--- src/rtl/mem_access_unit_if.sv ---
// Request/response and memory-port bundle for mem_access_unit.
// The slave modport belongs to the unit. The master modport belongs to the
// environment around it: the pipeline memory stage plus the data memory.
interface mem_access_unit_if #(
    parameter int address_width = 32,
    parameter int word_size     = 32
);
    logic                     req_valid;
    logic                     req_ready;
    logic                     req_we;
    logic [2:0]               req_funct3;
    logic [address_width-1:0] req_addr;
    logic [word_size-1:0]     req_wdata;
    logic                     rsp_valid;
    logic [word_size-1:0]     rsp_rdata;
    logic                     rsp_error;
    logic                     mem_we;
    logic [address_width-1:0] mem_addr;
    logic [word_size-1:0]     mem_wr_data;
    logic [word_size-1:0]     mem_rd_data;

    modport slave (
        input  req_valid, req_we, req_funct3, req_addr, req_wdata, mem_rd_data,
        output req_ready, rsp_valid, rsp_rdata, rsp_error,
               mem_we, mem_addr, mem_wr_data
    );

    modport master (
        output req_valid, req_we, req_funct3, req_addr, req_wdata, mem_rd_data,
        input  req_ready, rsp_valid, rsp_rdata, rsp_error,
               mem_we, mem_addr, mem_wr_data
    );
endinterface

--- src/rtl/mem_access_unit.sv ---
// Load/store controller for a word-organised data memory with combinational
// read and synchronous write. Sub-word stores are done as read-modify-write:
// the old word is read in the accept cycle, and the merged word is written
// in the following WRITE cycle.
module mem_access_unit #(
    parameter int address_width = 32,
    parameter int word_size     = 32
) (
    input  logic             clk,
    input  logic             reset,
    mem_access_unit_if.slave bus
);
    typedef enum logic [1:0] {
        IDLE  = 2'd0,
        WRITE = 2'd1,
        RESP  = 2'd2
    } state_t;

    // Decide whether a request is illegal or misaligned.
    // Illegal means a funct3 code that is not valid for the direction.
    // Misaligned means a halfword on an odd address, or a word that is not
    // on a 4-byte boundary.
    function automatic logic req_bad(input logic we, input logic [2:0] f3,
                                     input logic [1:0] off);
        logic bad;
        bad = 1'b0;
        if (we) begin
            case (f3)
                3'b000, 3'b001, 3'b010: bad = 1'b0;
                default:                bad = 1'b1;
            endcase
        end else begin
            case (f3)
                3'b000, 3'b001, 3'b010, 3'b100, 3'b101: bad = 1'b0;
                default:                                bad = 1'b1;
            endcase
        end
        if (!bad) begin
            case (f3[1:0])
                2'b01:   bad = off[0];
                2'b10:   bad = (off != 2'b00);
                default: bad = 1'b0;
            endcase
        end else begin
            bad = 1'b1;
        end
        return bad;
    endfunction

    // Little-endian byte/halfword extraction, sign- or zero-extended.
    function automatic logic [word_size-1:0] load_extract(
        input logic [word_size-1:0] word, input logic [2:0] f3,
        input logic [1:0] off);
        logic [7:0]           b;
        logic [15:0]          h;
        logic [word_size-1:0] res;
        b = word[{off, 3'b000} +: 8];
        h = word[{off[1], 4'b0000} +: 16];
        case (f3)
            3'b000:  res = {{(word_size-8){b[7]}}, b};
            3'b001:  res = {{(word_size-16){h[15]}}, h};
            3'b010:  res = word;
            3'b100:  res = {{(word_size-8){1'b0}}, b};
            3'b101:  res = {{(word_size-16){1'b0}}, h};
            default: res = {word_size{1'b0}};
        endcase
        return res;
    endfunction

    // Merge store data into the old word: byte lane k, halfword lane h, or the whole word.
    function automatic logic [word_size-1:0] store_merge(
        input logic [word_size-1:0] old, input logic [word_size-1:0] wdata,
        input logic [2:0] f3, input logic [1:0] off);
        logic [word_size-1:0] res;
        res = old;
        case (f3)
            3'b000:  res[{off, 3'b000} +: 8]     = wdata[7:0];
            3'b001:  res[{off[1], 4'b0000} +: 16] = wdata[15:0];
            3'b010:  res = wdata;
            default: res = old;
        endcase
        return res;
    endfunction

    state_t                   state_q, state_d;
    logic [address_width-1:0] addr_q, addr_d;
    logic [word_size-1:0]     wr_data_q, wr_data_d;
    logic [word_size-1:0]     rdata_q, rdata_d;
    logic                     error_q, error_d;

    logic [address_width-1:0] aligned_addr_s;
    logic [1:0]               offset_s;
    logic                     req_ready_s;

    assign aligned_addr_s = {bus.req_addr[address_width-1:2], 2'b00};
    assign offset_s       = bus.req_addr[1:0];
    assign req_ready_s    = (state_q == IDLE) && !reset;

    // Next-state and capture logic: latch the result of the accepted request.
    always_comb begin
        state_d   = state_q;
        addr_d    = addr_q;
        wr_data_d = wr_data_q;
        rdata_d   = rdata_q;
        error_d   = error_q;
        case (state_q)
            IDLE: begin
                if (bus.req_valid && req_ready_s) begin
                    addr_d = aligned_addr_s;
                    if (req_bad(bus.req_we, bus.req_funct3, offset_s)) begin
                        error_d = 1'b1;
                        rdata_d = {word_size{1'b0}};
                        state_d = RESP;
                    end else if (bus.req_we) begin
                        error_d   = 1'b0;
                        rdata_d   = {word_size{1'b0}};
                        wr_data_d = store_merge(bus.mem_rd_data, bus.req_wdata,
                                                bus.req_funct3, offset_s);
                        state_d   = WRITE;
                    end else begin
                        error_d = 1'b0;
                        rdata_d = load_extract(bus.mem_rd_data, bus.req_funct3,
                                               offset_s);
                        state_d = RESP;
                    end
                end else begin
                    state_d = IDLE;
                end
            end
            WRITE:   state_d = RESP;
            RESP:    state_d = IDLE;
            default: state_d = IDLE;
        endcase
    end

    // State and captured-data registers. The reset is asynchronous, so
    // mem_we and rsp_valid fall as soon as reset asserts.
    always_ff @(posedge clk or posedge reset) begin
        if (reset) begin
            state_q   <= IDLE;
            addr_q    <= {address_width{1'b0}};
            wr_data_q <= {word_size{1'b0}};
            rdata_q   <= {word_size{1'b0}};
            error_q   <= 1'b0;
        end else begin
            state_q   <= state_d;
            addr_q    <= addr_d;
            wr_data_q <= wr_data_d;
            rdata_q   <= rdata_d;
            error_q   <= error_d;
        end
    end

    // Outputs. In IDLE the memory address follows the request, so read data
    // is available in the accept cycle.
    assign bus.req_ready   = req_ready_s;
    assign bus.rsp_valid   = (state_q == RESP);
    assign bus.rsp_rdata   = rdata_q;
    assign bus.rsp_error   = error_q;
    assign bus.mem_we      = (state_q == WRITE);
    assign bus.mem_addr    = (state_q == WRITE) ? addr_q : aligned_addr_s;
    assign bus.mem_wr_data = wr_data_q;
endmodule

--- src/flat_wrapper.sv ---
// flat-port wrapper written by rule: the top's interface ports become plain ports
module mem_access_unit_flat 
#(
    parameter int address_width = 32,
    parameter int word_size     = 32
)
  (clk, reset, bus_req_valid, bus_req_we, bus_req_funct3, bus_req_addr, bus_req_wdata, bus_mem_rd_data, bus_req_ready, bus_rsp_valid, bus_rsp_rdata, bus_rsp_error, bus_mem_we, bus_mem_addr, bus_mem_wr_data);
  mem_access_unit_if #(.address_width(address_width), .word_size(word_size)) bus_i ();
  input  logic clk;
  input  logic reset;
  input wire logic [$bits(bus_i.req_valid)-1:0] bus_req_valid;
  input wire logic [$bits(bus_i.req_we)-1:0] bus_req_we;
  input wire logic [$bits(bus_i.req_funct3)-1:0] bus_req_funct3;
  input wire logic [$bits(bus_i.req_addr)-1:0] bus_req_addr;
  input wire logic [$bits(bus_i.req_wdata)-1:0] bus_req_wdata;
  input wire logic [$bits(bus_i.mem_rd_data)-1:0] bus_mem_rd_data;
  output wire logic [$bits(bus_i.req_ready)-1:0] bus_req_ready;
  output wire logic [$bits(bus_i.rsp_valid)-1:0] bus_rsp_valid;
  output wire logic [$bits(bus_i.rsp_rdata)-1:0] bus_rsp_rdata;
  output wire logic [$bits(bus_i.rsp_error)-1:0] bus_rsp_error;
  output wire logic [$bits(bus_i.mem_we)-1:0] bus_mem_we;
  output wire logic [$bits(bus_i.mem_addr)-1:0] bus_mem_addr;
  output wire logic [$bits(bus_i.mem_wr_data)-1:0] bus_mem_wr_data;
  assign bus_i.req_valid = bus_req_valid;
  assign bus_i.req_we = bus_req_we;
  assign bus_i.req_funct3 = bus_req_funct3;
  assign bus_i.req_addr = bus_req_addr;
  assign bus_i.req_wdata = bus_req_wdata;
  assign bus_i.mem_rd_data = bus_mem_rd_data;
  assign bus_req_ready = bus_i.req_ready;
  assign bus_rsp_valid = bus_i.rsp_valid;
  assign bus_rsp_rdata = bus_i.rsp_rdata;
  assign bus_rsp_error = bus_i.rsp_error;
  assign bus_mem_we = bus_i.mem_we;
  assign bus_mem_addr = bus_i.mem_addr;
  assign bus_mem_wr_data = bus_i.mem_wr_data;
  mem_access_unit #(.address_width(address_width), .word_size(word_size)) u_core (.clk(clk), .reset(reset), .bus(bus_i));
endmodule
--- config.mk ---
export PLATFORM = sky130hd
export DESIGN_NAME = mem_access_unit_flat
export DESIGN_NICKNAME = d
export VERILOG_FILES = /design/src/rtl/mem_access_unit_if.sv /design/src/rtl/mem_access_unit.sv /design/src/flat_wrapper.sv
export SDC_FILE = /design/constraint.sdc
export NUM_CORES = 1
export LEC_CHECK = 0
export ABC_AREA = 1
export CAP_MARGIN = 20
export CORE_AREA = 2 2 105 107
export CTS_CLUSTER_DIAMETER = 30
export DETAILED_ROUTE_END_ITERATION = 12
export DIE_AREA = 0 0 107 109
export DONT_BUFFER_PORTS = 1
export HOLD_SLACK_MARGIN = 0.1
export PLACE_DENSITY = 0.8
export SLEW_MARGIN = 30
export SYNTH_ARGS = -nofsm -noshare
export SYNTH_HDL_FRONTEND = slang
export SYNTH_SLANG_ARGS = --single-unit
--- constraint.sdc ---
create_clock -name clk -period 7.6 [get_ports clk]
set_input_delay 1.9 -clock clk [delete_from_list [all_inputs] [get_ports clk]]
set_output_delay 1.9 -clock clk [all_outputs]
set_load 0.005 [all_outputs]
# --- Word level (Yosys, flattened, before mapping) ---
# Cells that the tools add are included.
word_totals:
  romBits: 0
  in_bits: 103
  memories: 0
  output_inout_bits: 100
  wordCells: 53
  latchBits: 0
  ram_bits: 0
  reg_bits: 97
op_classes:
  n_bitwise: 1
  div_mod_pow: 0
  shift: 6
  eq_ne: 8
  n_reduce_logical: 10
  addsub: 2
  mux: 21
  order_cmp: 0
  multipliers: 0
ops:
  columns: ["op", "count"]
  rows:
  - ["32-bit case mux with 5 select lines", 1]
  - ["32-bit 2-to-1 mux", 3]
  - ["32-bit case mux with 3 select lines", 1]
  - ["32-bit bitwise mux", 2]
  - ["16-bit by 7-bit variable shift with 32-bit output (first input constant)", 1]
  - ["8-bit by 7-bit variable shift with 32-bit output (first input constant)", 1]
  - ["16-bit by 7-bit indexed part select with 32-bit output", 1]
  - ["32-bit by 6-bit indexed part select with 16-bit output", 1]
  - ["32-bit by 6-bit indexed part select with 8-bit output", 1]
  - ["8-bit by 7-bit indexed part select with 32-bit output", 1]
  - ["5-bit negator with 7-bit output", 2]
  - ["1-bit 2-to-1 mux", 9]
  - ["3-bit equality test (second input constant)", 2]
  - ["2-bit 2-to-1 mux", 3]
  - ["5-bit OR reduction", 1]
  - ["2-bit by 1-bit equality test with 1-bit output (second input constant)", 2]
  - ["2-bit equality test (second input constant)", 2]
  - ["2-bit case mux with 2 select lines", 1]
  - ["4-bit AND reduction", 1]
  - ["3-bit by 1-bit equality test with 1-bit output (second input constant)", 1]
  - ["3-bit by 2-bit equality test with 1-bit output (second input constant)", 1]
  - ["3-bit zero test", 1]
  - ["3-bit OR reduction", 1]
  - ["1-bit logical AND", 2]
  - ["other kinds (6)", 6]

# --- Depth between registers and ports, before layout ---
depth:
  word_depth: 12
  ltp_mapped: 15
  mapped_depth_nobuf: 11

# --- Worst setup path before layout ---
# Ideal clock, no wire load.
synth_path:
  kind: "input-to-output"
  startpoint: "in reset"
  endpoint: "out bus_req_ready"
  n_path_buf: 0
  arrival_time_ns: 4.447
  path_stages: 3
  required_ns: 5.700
  slack_ns: 1.253
  cell_sequence: "inv_1 nand2_1 inv_1"
synth_between:
  elab_chain_len: 2
synth_lines:
  columns: ["item", "line", "source"]
  rows:
  - ["start: declaration", "flat_wrapper.sv:10", "input logic reset;"]
  - ["1-bit zero test", "mem_access_unit.sv:97", "assign req_ready_s = (state_q == IDLE) && !reset;"]
  - ["1-bit logical AND", "mem_access_unit.sv:97", null]
  - ["end: declaration", "flat_wrapper.sv:17", "output wire logic [$bits(bus_i.req_ready)-1:0] bus_req_ready;"]
# No other way between the ends.

# --- Worst setup path in the final report ---
# Ends and elaborated chain as after synthesis.

==> flow_metrics.env <==
export IMPL_io_pins=203
export IMPL_drive_above_1_share_pct=3.57
export IMPL_cts_num_sinks=97
export IMPL_ys_top_cells_by_area="dfrtp_1, nand2_1, o21ai_0"
export IMPL_wl_per_cell_um=15.9
export IMPL_ff2ff_setup_slack_ns=5.06
export IMPL_synthMuxAreaShare_pct=0
export IMPL_ys_types=24
export IMPL_worstPathArrival_ns=2.53
export IMPL_postPlaceCellArea_sq_um=6580
export IMPL_end_kind="primary output"
export IMPL_hold_path_class="register to register"
export IMPL_crit_chain="inv_4, nand2_1, inv_1"
export IMPL_hpwlAfterDp_mm=13.5
export IMPL_period_share_pct=58.3
export IMPL_syn_cell_area_sq_um=6680
export IMPL_synth_top_family_by_area="simple AND/OR/NAND/NOR gates"
export IMPL_gp_congestion=0.961
export IMPL_crit_path_top_delay_cell="inv_4"
export IMPL_antenna_found_initial=0
export IMPL_post_route_min_period_ns=4.43
export IMPL_tightest_slew_ns=0.824
export IMPL_postSynthAreaPerCell_sq_um=6.20
export IMPL_drt_antenna_violating_nets=0
export IMPL_die_area_sq_um=11700
export IMPL_setup_viol=0
export IMPL_fin_util_pct=63.6
export IMPL_post_cts_buffers=0
export IMPL_cts_resized=0
export IMPL_htree_levels=3
export IMPL_via_count=6496
export IMPL_crit_buf_inv=2
export IMPL_slew_limit_headroom_pct=45.1
export IMPL_grt_max_degree=62
export IMPL_die_w_um=107
export IMPL_power_uw=1210
export IMPL_cts_root_buffer_cell="clkbuf_8"
export IMPL_power_density_nw_per_um2=180
export IMPL_clockPowerShare_pct=24.9
export IMPL_final_max_slew_viol_count=0
export IMPL_synth_compound_area_share_pct=11.3
export IMPL_fmax_mhz=226
export IMPL_dr_pass1_iters=6
export IMPL_grt_pass1_wl_mm=28.5
export IMPL_overflow=0
export IMPL_synth_simple_area_share_pct=39.6
export IMPL_seq_power_share_pct=54.5
export IMPL_num_rows=38
export IMPL_yosys_area_top_type="dfrtp_1"
export IMPL_maxCapViolCount=0
export IMPL_hold_viol=0
export IMPL_dr_first_iter_drc_count=622
export IMPL_grt_usage_pct=31.7
export IMPL_viasPerCell=5.52
export IMPL_nFillCells=1035
export IMPL_routed_wl_mm=18.7
export IMPL_nets=1144
export IMPL_ys_warn_count=0
export IMPL_remaining_drc_errors=0
export IMPL_diodes=0
export IMPL_power_switching_uw=409
export IMPL_hold_start="u_core.bus.mem_wr_data[26]"
export IMPL_postSynthCellCount=1077
export IMPL_numCtsBuffers=9
export IMPL_start_kind="input pin"
export IMPL_clock_path_buffers=2
export IMPL_finalSetupTns_ns=0
export IMPL_crit_required_ns=5.70
export IMPL_final_area_sq_um=6750
export IMPL_synth_xor_area_share_pct=0
export IMPL_dp_cells=1162
export IMPL_cts_tree="built"
export IMPL_status="finished, final reports clean"
export IMPL_clk_insertion_delay_late_ns=0.39
export IMPL_grt_pass1_vias=5491
export IMPL_yosysSeqAreaShare_pct=36.4
export IMPL_worstSetupStartpoint="reset"
export IMPL_final_cells=1177
export IMPL_crit_fanout=41
export IMPL_path_clk_slew_ns=0.09
export IMPL_core_area_sq_um=10600
export IMPL_r2r_start="u_core.state_q[1]"
export IMPL_port_buffers=0
export IMPL_cp_slowest_stage_delay_ns=0.33
export IMPL_worstSetupPathType="input pin to primary output"
export IMPL_area_growth_pct=1.03
export IMPL_crit_family="buffers and inverters"
export IMPL_peakVddDrop_mv=0.0976
export IMPL_die_h_um=109
export IMPL_synth_top_area_share_pct=36.4
export IMPL_ctsHoldBuffers=0
export IMPL_switching_share_pct=33.7
export IMPL_rsz0062_at_grt="no"
export IMPL_power_internal_uw=804
export IMPL_fin_skew_ns=0.0150
export IMPL_synth_adder_area_share_pct=1.50
export IMPL_synth_seq_cells=97
export IMPL_pwr_share_comb_pct=20.6
export IMPL_leakagePower_uw=0.00382
export IMPL_initial_utilization_pct=63.0
## layer usage
metal | share of wire [%] | track usage (%)
met5 | 0 | 0
met3 | 13 | 10.4
met4 | 2.9 | 11.3
met2 | 44 | 49.5
met1 | 40 | 41.7
## power by group through the flow
stage               combinational [uW]  sequential, uW  clock [uW]
floorplan                          213             652           0
global placement                   241             670           0
detailed placement                 248             671           0
CTS                                249             661         307
global route                       290             671         329
finish                             249             661         302
## final timing paths
check                                              to  cells past startpoint
setup / recovery                        bus_req_ready                      3
hold / removal             u_core.bus.mem_wr_data[26]                      2
setup reg to reg             u_core.bus.rsp_rdata[31]                      8
hold reg to reg            u_core.bus.mem_wr_data[26]                      2
max in group asynchronous    u_core.bus.rsp_rdata[23]                      2
min in group asynchronous            u_core.addr_q[4]                      1
## through the flow
step / hold WS, ns / setup WS, ns
after floorplan: 0.453 / 1.25
after global placement: 0.492 / 3.14
after detailed placement: 0.493 / 3.13
after CTS: 0.519 / 3.13
after global routing: 0.533 / 3.05
final: 0.515 / 3.17
## cells in the final DEF, fill, tap and decap left out
cell type   count
nand3_1        99
nand3_2         1
nand3b_1        8
nor3_2          1
ha_1            8
nor2_4          3
a21oi_2         1
buf_4           7
inv_1         102
o21ai_1         3
clkbuf_8        9
inv_4           1
a21oi_1        31
clkinvlp_4      3
conb_1          2
nand2_1       511
dfrtp_1        97
nor2_1         25
o21ai_0       105
inv_8           1
inv_2           6
o211ai_1        7
nor2_2          2
clkinv_2        2
nand4_1         2
## cell usage after synthesis, drive strengths merged
cell	instances
a21oi	32
nand4	2
nor3	1
conb	1
o21ai	108
nand2	511
inv	109
nand3	100
nand3b	8
clkbuf	21
o211ai	7
ha	8
nor2	30
buf	42
dfrtp	97
## worst register-to-register path: cells and delay by family, from the launching register on
kind	cells	cell delay, ns
DFF	1	0.39
and+or+nand+nor	6	1.25
buffers and inverters	2	0.85
## kinds of logic (layout without fill, tap and decap cells)
family	after synthesis	after routing
DFF	97	97
adders and majority gates	8	8
AOI/OAI and AO/OA	147	147
other	1	2
and+or+nand+nor	652	652
buffers and inverters	172	131
## area by class of cell
class	count	area (sq um)	area share [%]
multi-input cells	809	3510	52.0
clock buffers	9	124	1.84
clock inverters	6	43.8	0.649
flip-flops and latches	97	2430	36.0
inverters	109	412	6.10
repair buffers	7	52.6	0.779
well taps	140	175	2.60
## flip-flops by register name, indices dropped and copies added (netlist names)
| name | flops |
|---|---|
| u_core.bus.mem_wr_data | 32 |
| u_core.bus.rsp_rdata | 32 |
| u_core.bus.rsp_error | 1 |
| u_core.addr_q | 30 |
| u_core.state_q | 2 |
No activity file was read; power rests on OpenSTA's default activity.
